<file path="config.mk">
export PLATFORM = sky130hd
export DESIGN_NAME = uart_tx_fsm_flat
export DESIGN_NICKNAME = d
export VERILOG_FILES = /design/src/rtl/uart_tx_pkg.sv /design/src/rtl/uart_tx_fsm_if.sv /design/src/rtl/uart_tx_fsm.sv /design/src/flat_wrapper.sv
export SDC_FILE = /design/constraint.sdc
export NUM_CORES = 1
export LEC_CHECK = 0
export BUFFER_PORTS_ARGS = -buffer_cell sky130_fd_sc_hd__buf_2
export CAP_MARGIN = 20
export CORE_AREA = 2 2 39 41
export CTS_CLUSTER_DIAMETER = 150
export DETAILED_ROUTE_END_ITERATION = 12
export DIE_AREA = 0 0 41 43
export HOLD_SLACK_MARGIN = 0.05
export SETUP_SLACK_MARGIN = 0.5
export SYNTH_ARGS = -nofsm -noshare
export SYNTH_HDL_FRONTEND = slang
export SYNTH_SLANG_ARGS = --single-unit
</file>
<file path="constraint.sdc">
create_clock -name tx_fsm_CLK -period 1.25 [get_ports tx_fsm_CLK]
set_input_delay 0.125 -clock tx_fsm_CLK [delete_from_list [all_inputs] [get_ports tx_fsm_CLK]]
set_output_delay 0.125 -clock tx_fsm_CLK [all_outputs]
set_load 0.02 [all_outputs]
</file>
<file path="src/rtl/uart_tx_pkg.sv">
`default_nettype none
// ============================================================================
//  Module      : uart_tx_pkg
//  Description : Shared definitions for the UART transmitter control path.
//                State encodings, output-mux select codes and a helper that
//                maps a state to the line select it drives.
//  Contents    : C_* state encodings, tx_state_e enum, SEL_* mux codes,
//                sel_of_state() decode function.
//  Revision    : 1.0 - initial release
// ============================================================================
package uart_tx_pkg;

  // State encodings, shared by every block that needs to decode FSM state
  localparam logic [2:0] C_IDLE   = 3'd0;
  localparam logic [2:0] C_START  = 3'd1;
  localparam logic [2:0] C_DATA   = 3'd2;
  localparam logic [2:0] C_PARITY = 3'd3;
  localparam logic [2:0] C_STOP   = 3'd4;

  typedef enum logic [2:0] {
    S_IDLE   = C_IDLE,
    S_START  = C_START,
    S_DATA   = C_DATA,
    S_PARITY = C_PARITY,
    S_STOP   = C_STOP
  } tx_state_e;

  // Output-mux select codes: which source drives the serial line
  localparam logic [1:0] SEL_START = 2'b00;  // constant 0
  localparam logic [1:0] SEL_DATA  = 2'b01;  // serializer output
  localparam logic [1:0] SEL_PAR   = 2'b10;  // parity bit
  localparam logic [1:0] SEL_STOP  = 2'b11;  // constant 1 (stop and idle)

  // Line select driven while the FSM sits in a given state. Unknown
  // encodings fall back to the idle level so the line never glitches low.
  function automatic logic [1:0] sel_of_state(input tx_state_e s);
    logic [1:0] sel;
    case (s)
      S_START:  sel = SEL_START;
      S_DATA:   sel = SEL_DATA;
      S_PARITY: sel = SEL_PAR;
      default:  sel = SEL_STOP;
    endcase
    return sel;
  endfunction

endpackage : uart_tx_pkg
`default_nettype wire

</file>
<file path="src/rtl/uart_tx_fsm_if.sv">
`default_nettype none
// ============================================================================
//  Module      : uart_tx_fsm_if
//  Description : Handshake bundle between the UART TX control FSM and its
//                surroundings (host strobe, serializer, parity, output mux).
//  Signals     : tx_fsm_Data_Valid - host strobe, new byte present
//                tx_fsm_PAR_EN     - parity enable, sampled at accept
//                tx_fsm_ser_done   - serializer counter reached all-ones
//                tx_fsm_ser_en     - serializer shift / counter enable
//                tx_fsm_load       - serializer / parity capture strobe
//                tx_fsm_mux_sel    - output line select (2 bits)
//                tx_fsm_busy       - frame in progress
//  Modports    : master - host/datapath side, slave - FSM side
//  Revision    : 1.0 - initial release
// ============================================================================
interface uart_tx_fsm_if;

  logic       tx_fsm_Data_Valid;
  logic       tx_fsm_PAR_EN;
  logic       tx_fsm_ser_done;
  logic       tx_fsm_ser_en;
  logic       tx_fsm_load;
  logic [1:0] tx_fsm_mux_sel;
  logic       tx_fsm_busy;

  // Host and datapath: supply strobe, parity enable and serializer status
  modport master (
    output tx_fsm_Data_Valid,
    output tx_fsm_PAR_EN,
    output tx_fsm_ser_done,
    input  tx_fsm_ser_en,
    input  tx_fsm_load,
    input  tx_fsm_mux_sel,
    input  tx_fsm_busy
  );

  // Control FSM
  modport slave (
    input  tx_fsm_Data_Valid,
    input  tx_fsm_PAR_EN,
    input  tx_fsm_ser_done,
    output tx_fsm_ser_en,
    output tx_fsm_load,
    output tx_fsm_mux_sel,
    output tx_fsm_busy
  );

endinterface : uart_tx_fsm_if
`default_nettype wire

</file>
<file path="src/rtl/uart_tx_fsm.sv">
`default_nettype none
// ============================================================================
//  Module      : uart_tx_fsm
//  Description : UART transmitter control state machine. Accepts a byte-valid
//                strobe and sequences one frame: start bit, DATA_WIDTH data
//                bits (paced by the serializer's done flag), optional parity
//                bit, then STOP_BITS stop bits.
//  Ports       : tx_fsm_CLK      - clock, rising edge
//                tx_fsm_RST_ASYN - asynchronous active-low reset
//                bus (slave)     - strobe / parity enable / ser_done in,
//                                  ser_en / load / mux_sel / busy out
//  Parameters  : DATA_WIDTH - data bits per frame, power of two
//                STOP_BITS  - stop bits per frame, 1 or 2
//  Revision    : 1.0 - initial release
// ============================================================================
module uart_tx_fsm
  import uart_tx_pkg::*;
#(
  parameter int DATA_WIDTH = 8,
  parameter int STOP_BITS  = 1
) (
  input  wire logic     tx_fsm_CLK,
  input  wire logic     tx_fsm_RST_ASYN,
  uart_tx_fsm_if.slave  bus
);

  // The serializer raises done when its counter is all-ones, which only
  // marks the last data bit when DATA_WIDTH is a power of two.
  if (DATA_WIDTH < 2 || (DATA_WIDTH & (DATA_WIDTH - 1)) != 0) begin : g_bad_data_width
    $error("uart_tx_fsm: DATA_WIDTH must be a power of two >= 2");
  end

  // The stop counter is a single bit, so only one or two stop bits fit.
  if (STOP_BITS != 1 && STOP_BITS != 2) begin : g_bad_stop_bits
    $error("uart_tx_fsm: STOP_BITS must be 1 or 2");
  end

  // Stop-counter value on the final stop bit
  localparam logic C_STOP_LAST = (STOP_BITS == 2) ? 1'b1 : 1'b0;

  tx_state_e  state_q,     state_d;
  logic       par_latch_q, par_latch_d;
  logic       stop_cnt_q,  stop_cnt_d;

  logic [1:0] mux_sel_q;
  logic       busy_q;
  logic       ser_en_q;

  // --------------------------------------------------------------------------
  // Next-state logic
  // --------------------------------------------------------------------------
  always_comb begin
    state_d     = state_q;
    par_latch_d = par_latch_q;
    stop_cnt_d  = stop_cnt_q;

    case (state_q)
      S_IDLE: begin
        if (bus.tx_fsm_Data_Valid) begin
          // Parity enable is frozen here; later changes on the port are
          // invisible to the rest of the frame.
          par_latch_d = bus.tx_fsm_PAR_EN;
          state_d     = S_START;
        end
      end

      S_START: begin
        state_d = S_DATA;
      end

      S_DATA: begin
        // Dwell is set by the serializer, not by a local count.
        if (bus.tx_fsm_ser_done) begin
          state_d = par_latch_q ? S_PARITY : S_STOP;
        end
      end

      S_PARITY: begin
        state_d = S_STOP;
      end

      S_STOP: begin
        if (stop_cnt_q == C_STOP_LAST) begin
          stop_cnt_d = 1'b0;
          state_d    = S_IDLE;
        end else begin
          stop_cnt_d = stop_cnt_q + 1'b1;
        end
      end

      default: begin
        state_d    = S_IDLE;
        stop_cnt_d = 1'b0;
      end
    endcase
  end

  // --------------------------------------------------------------------------
  // State and output registers. The Moore outputs are registered from the
  // decode of the next state, so they change on the same edge as the state
  // register and carry no combinational decode path to the pins.
  // --------------------------------------------------------------------------
  always_ff @(posedge tx_fsm_CLK or negedge tx_fsm_RST_ASYN) begin
    if (!tx_fsm_RST_ASYN) begin
      state_q     <= S_IDLE;
      par_latch_q <= 1'b0;
      stop_cnt_q  <= 1'b0;
      mux_sel_q   <= SEL_STOP;
      busy_q      <= 1'b0;
      ser_en_q    <= 1'b0;
    end else begin
      state_q     <= state_d;
      par_latch_q <= par_latch_d;
      stop_cnt_q  <= stop_cnt_d;
      mux_sel_q   <= sel_of_state(state_d);
      busy_q      <= (state_d != S_IDLE);
      // Dropping the enable outside DATA lets the serializer counter clear
      // itself between frames.
      ser_en_q    <= (state_d == S_DATA);
    end
  end

  assign bus.tx_fsm_mux_sel = mux_sel_q;
  assign bus.tx_fsm_busy    = busy_q;
  assign bus.tx_fsm_ser_en  = ser_en_q;

  // Load is Mealy so the datapath captures the byte in the accept cycle
  // itself. It is qualified with reset so it is low while reset is held.
  assign bus.tx_fsm_load = tx_fsm_RST_ASYN
                         & (state_q == S_IDLE)
                         & bus.tx_fsm_Data_Valid;

endmodule : uart_tx_fsm
`default_nettype wire

</file>
<file path="src/flat_wrapper.sv">
// flat-port wrapper written by rule: the top's interface ports become plain ports
module uart_tx_fsm_flat import uart_tx_pkg::*;
#(
  parameter int DATA_WIDTH = 8,
  parameter int STOP_BITS  = 1
)
  (tx_fsm_CLK, tx_fsm_RST_ASYN, bus_tx_fsm_Data_Valid, bus_tx_fsm_PAR_EN, bus_tx_fsm_ser_done, bus_tx_fsm_ser_en, bus_tx_fsm_load, bus_tx_fsm_mux_sel, bus_tx_fsm_busy);
  uart_tx_fsm_if bus_i ();
  input  wire logic tx_fsm_CLK;
  input  wire logic tx_fsm_RST_ASYN;
  input wire logic [$bits(bus_i.tx_fsm_Data_Valid)-1:0] bus_tx_fsm_Data_Valid;
  input wire logic [$bits(bus_i.tx_fsm_PAR_EN)-1:0] bus_tx_fsm_PAR_EN;
  input wire logic [$bits(bus_i.tx_fsm_ser_done)-1:0] bus_tx_fsm_ser_done;
  output wire logic [$bits(bus_i.tx_fsm_ser_en)-1:0] bus_tx_fsm_ser_en;
  output wire logic [$bits(bus_i.tx_fsm_load)-1:0] bus_tx_fsm_load;
  output wire logic [$bits(bus_i.tx_fsm_mux_sel)-1:0] bus_tx_fsm_mux_sel;
  output wire logic [$bits(bus_i.tx_fsm_busy)-1:0] bus_tx_fsm_busy;
  assign bus_i.tx_fsm_Data_Valid = bus_tx_fsm_Data_Valid;
  assign bus_i.tx_fsm_PAR_EN = bus_tx_fsm_PAR_EN;
  assign bus_i.tx_fsm_ser_done = bus_tx_fsm_ser_done;
  assign bus_tx_fsm_ser_en = bus_i.tx_fsm_ser_en;
  assign bus_tx_fsm_load = bus_i.tx_fsm_load;
  assign bus_tx_fsm_mux_sel = bus_i.tx_fsm_mux_sel;
  assign bus_tx_fsm_busy = bus_i.tx_fsm_busy;
  uart_tx_fsm #(.DATA_WIDTH(DATA_WIDTH), .STOP_BITS(STOP_BITS)) u_core (.tx_fsm_CLK(tx_fsm_CLK), .tx_fsm_RST_ASYN(tx_fsm_RST_ASYN), .bus(bus_i));
endmodule
</file>
==> impl_results.md <==
* Critical-path maximum fanout at 2
* Clock root cell: clkbuf_4
* TritonCTS clock tree: yes
* Share of Yosys cell area claimed by the top area cell type at 45.1%
* Post-synthesis cell type with the largest combined area: dfrtp_1
* Yosys warning count at 0
* Via count of the first global-routing pass at 291
* Critical Path Start Type: register
* Detail-routed net length per standard cell at 12.5 microns
* Largest net degree at the start of global routing at 9
* Most used routing layer: met2
* Post-synthesis net count at 34
* CP endpoint: bus_tx_fsm_load
* Dpl cell area at 438 sq um
* Crit share post-route at 110%
* Critical Path AT at 1.25 ns
* H-tree Lvls at 1
* Reg2reg setup slack at 0.06 ns
* Synthesized cell area at 333 sq um
* Most common cell after layout, fill and taps aside: buf_6
* Clock latency of the later-clocked register in the worst-skew pair at 0.25 ns
* PortBufs at 9
* Final hold violation count at 0
* Critical Setup Path Class: register to primary output
* Count of nets left with antenna violations after detail routing at 0
* Count of standard-cell rows at 14
* Final cell count without fillers at 65
* Final max-slew violation count at 0
* Horizontal extent of the die at 41 microns
* Top cells by area in the synthesized netlist: dfrtp_1 (45%), dfstp_2 (16%), a21oi_1 (6.0%)
* Post-layout min period at 1.37 ns
* Most frequent cells in the layout: buf_6 (9), dfrtp_1 (6), a21oi_2 (5)
* Via-per-instance ratio at 4.68
* Measured slew at the worst slew-check pin at 0.364 ns
* Leakage power at 0.257 nW
* Startpoint of the most critical setup path: u_core.state_q[1]$_DFF_PN0_
* HPWL Detailed at 458 microns
* Wire length of the first global-routing pass at 1.20 mm
* Endpoint of the worst register-to-register path: u_core.par_latch_q$_DFFE_PN0P_
* Total vias in the final route at 304
* Overflow left after global routing at 0
* Violations in the final reports: negative setup slack
* Share of the yosys chip area belonging to registers at 60.9%
* Max Freq at 0.728 GHz
* Number of antenna violations at the first check in global routing at 0
* Avg Synthesized Cell Area at 11.5 sq um
* Worst flop-to-flop path startpoint: u_core.state_q[1]$_DFF_PN0_
* Cell area power density at 2570 mW/mm^2
* Library cells used by synthesis at 17
* Max_slew headroom at 75.6%
* Worst-case clock skew at 0.00315 ns
* Setup-violating endpoint count in the final report at 1
* Number of sinks handled by clock tree synthesis at 8
* Height of the die at 43 microns
* GRT Total Usage at 10.2%
* Met3 Track Usage GR at 3.14%
* Number of top-level pins at 10
* Number of placed instances with taps included at 58
* Placer's final routability congestion estimate at 0.727
* Count of cells along the worst register-to-register path at 6
* Effective utilization at floorplan at 24.1%
* Worst Setup Slack post-DPL at 0.113 ns
* Met1 Resource Use GR at 12.7%
* Outcome: finished, violations left
* Post-route worst setup slack at -0.124 ns
* Routed WL at 810 microns
* # nets final at 56
* Clock tree buffer depth at 2
* CORE AREA at 0.00138 sq mm
* Iteration count of the initial detailed-routing pass at 4
* Number of maximum-capacitance constraint violations at 0
* Share of post-route cells with drive strength above 1 at 75.5%
* Final instance area at 578 sq um
* Clock Pin Slew Worst Setup and Hold Paths at 0.05 ns
* # DRC at 0
* Number of standard cells after synthesis at 29
* Final antenna diode count at 0
* Synthesized flop and latch total at 8
* Endpoint required time on the critical path at 1.12 ns
* Setup repair after global routing missed its margin: yes
* Num CTS Buffers at 3
* IR drop worst, VDD at 0.000844 V
* Area enclosed by the die boundary at 0.00176 sq mm
* Path category of the worst min-delay check: primary input to register
* Synth-to-layout area growth at 73.7%
* Drt first-iter violations at 1
* GR Layer Usage met2 at 14.7%
* Critical path capture point type: primary output
per-layer routing:
layer / vias to the layer above / share of wire [%]
met5: - / 0
met4: 0 / 3.3
met3: 4 / 5.8
met2: 12 / 50
met1: 144 / 41
li1: 144 / -
critical path, cell delays in order (launching register included):
cell and delay (ns):
dfrtp_1 0.39, nor4b_2 0.31, and2_4 0.19, buf_6 0.11
timing repair:
action                                  in CTS  in global routing
cloned                                       0                  0
hold buffers                                 1                  0
buffers inserted                             1                  2
pin swaps                                    3                  3
hold endpoints to repair                     8                  0
gates resized for setup                     20                  6
endpoints found under the setup margin      13                 13
cells in the mapped netlist (all sizes together):
master	count
a211o	1
a21oi	5
and2	1
and3	1
dfrtp	6
dfstp	2
inv	2
nand2	2
nand2b	1
nor2	1
nor3	2
nor4b	1
o21ai	2
or3	1
or3b	1
stage by stage:
| step | util [%] | hold WS [ns] | setup TNS, ns | total power, mW |
|---|---|---|---|---|
| 2_1_floorplan | - | -0.171 | 0 | 0.789 |
| 3_3_place_gp | 31.6 | -0.0184 | 0 | 0.984 |
| 3_5_place_dp | 31.6 | -0.0168 | 0 | 0.983 |
| 4_1_cts | 39.2 | 0.0823 | -0.130 | 1.39 |
| 5_1_grt | 41.8 | 0.0948 | -0.164 | 1.60 |
| 6_report | 41.8 | 0.103 | -0.124 | 1.49 |
how the worst min path moves through the flow:
stage	start	depth (start not counted)	to	slack, ns
finish	bus_tx_fsm_PAR_EN	3	u_core.par_latch_q$_DFFE_PN0P_	0.10
global route	bus_tx_fsm_PAR_EN	3	u_core.par_latch_q$_DFFE_PN0P_	0.09
CTS	bus_tx_fsm_PAR_EN	3	u_core.par_latch_q$_DFFE_PN0P_	0.08
detailed placement	tx_fsm_RST_ASYN	1	u_core.bus.tx_fsm_busy$_DFF_PN0_	-0.02
global placement	tx_fsm_RST_ASYN	1	u_core.bus.tx_fsm_busy$_DFF_PN0_	-0.02
floorplan	tx_fsm_RST_ASYN	0	u_core.bus.tx_fsm_busy$_DFF_PN0_	-0.17
area by class of cell:
cell class / count / area, sq um
clock buffers: 3 / 22.5
fillers: 139 / 806
inverters: 2 / 12.5
multi-input cells: 19 / 166
flip-flops and latches: 8 / 203
well taps: 16 / 20.0
repair buffers: 17 / 154
cells by family (layout without fill, tap and decap cells):
| family | count (synthesis) | in the layout | synth area share, % |
|---|---|---|---|
| compound gates | 8 | 8 | 14.7 |
| simple gates | 11 | 11 | 22.2 |
| buf+inv | 2 | 22 | 2.26 |
| flops | 8 | 8 | 60.9 |
power breakdown:
group	switching, mW	internal (mW)
logic	0.383	0.438
registers	0.0691	0.399
clock network	0.0865	0.110
total	0.539	0.947
sequential cells by signal, summed over array words and instances (netlist names):
signal and count:
u_core.bus.tx_fsm_mux_sel 2, u_core.state_q 3, u_core.par_latch_q 1, u_core.bus.tx_fsm_ser_en 1
u_core.bus.tx_fsm_busy 1
(Power assumes the default switching activity.)
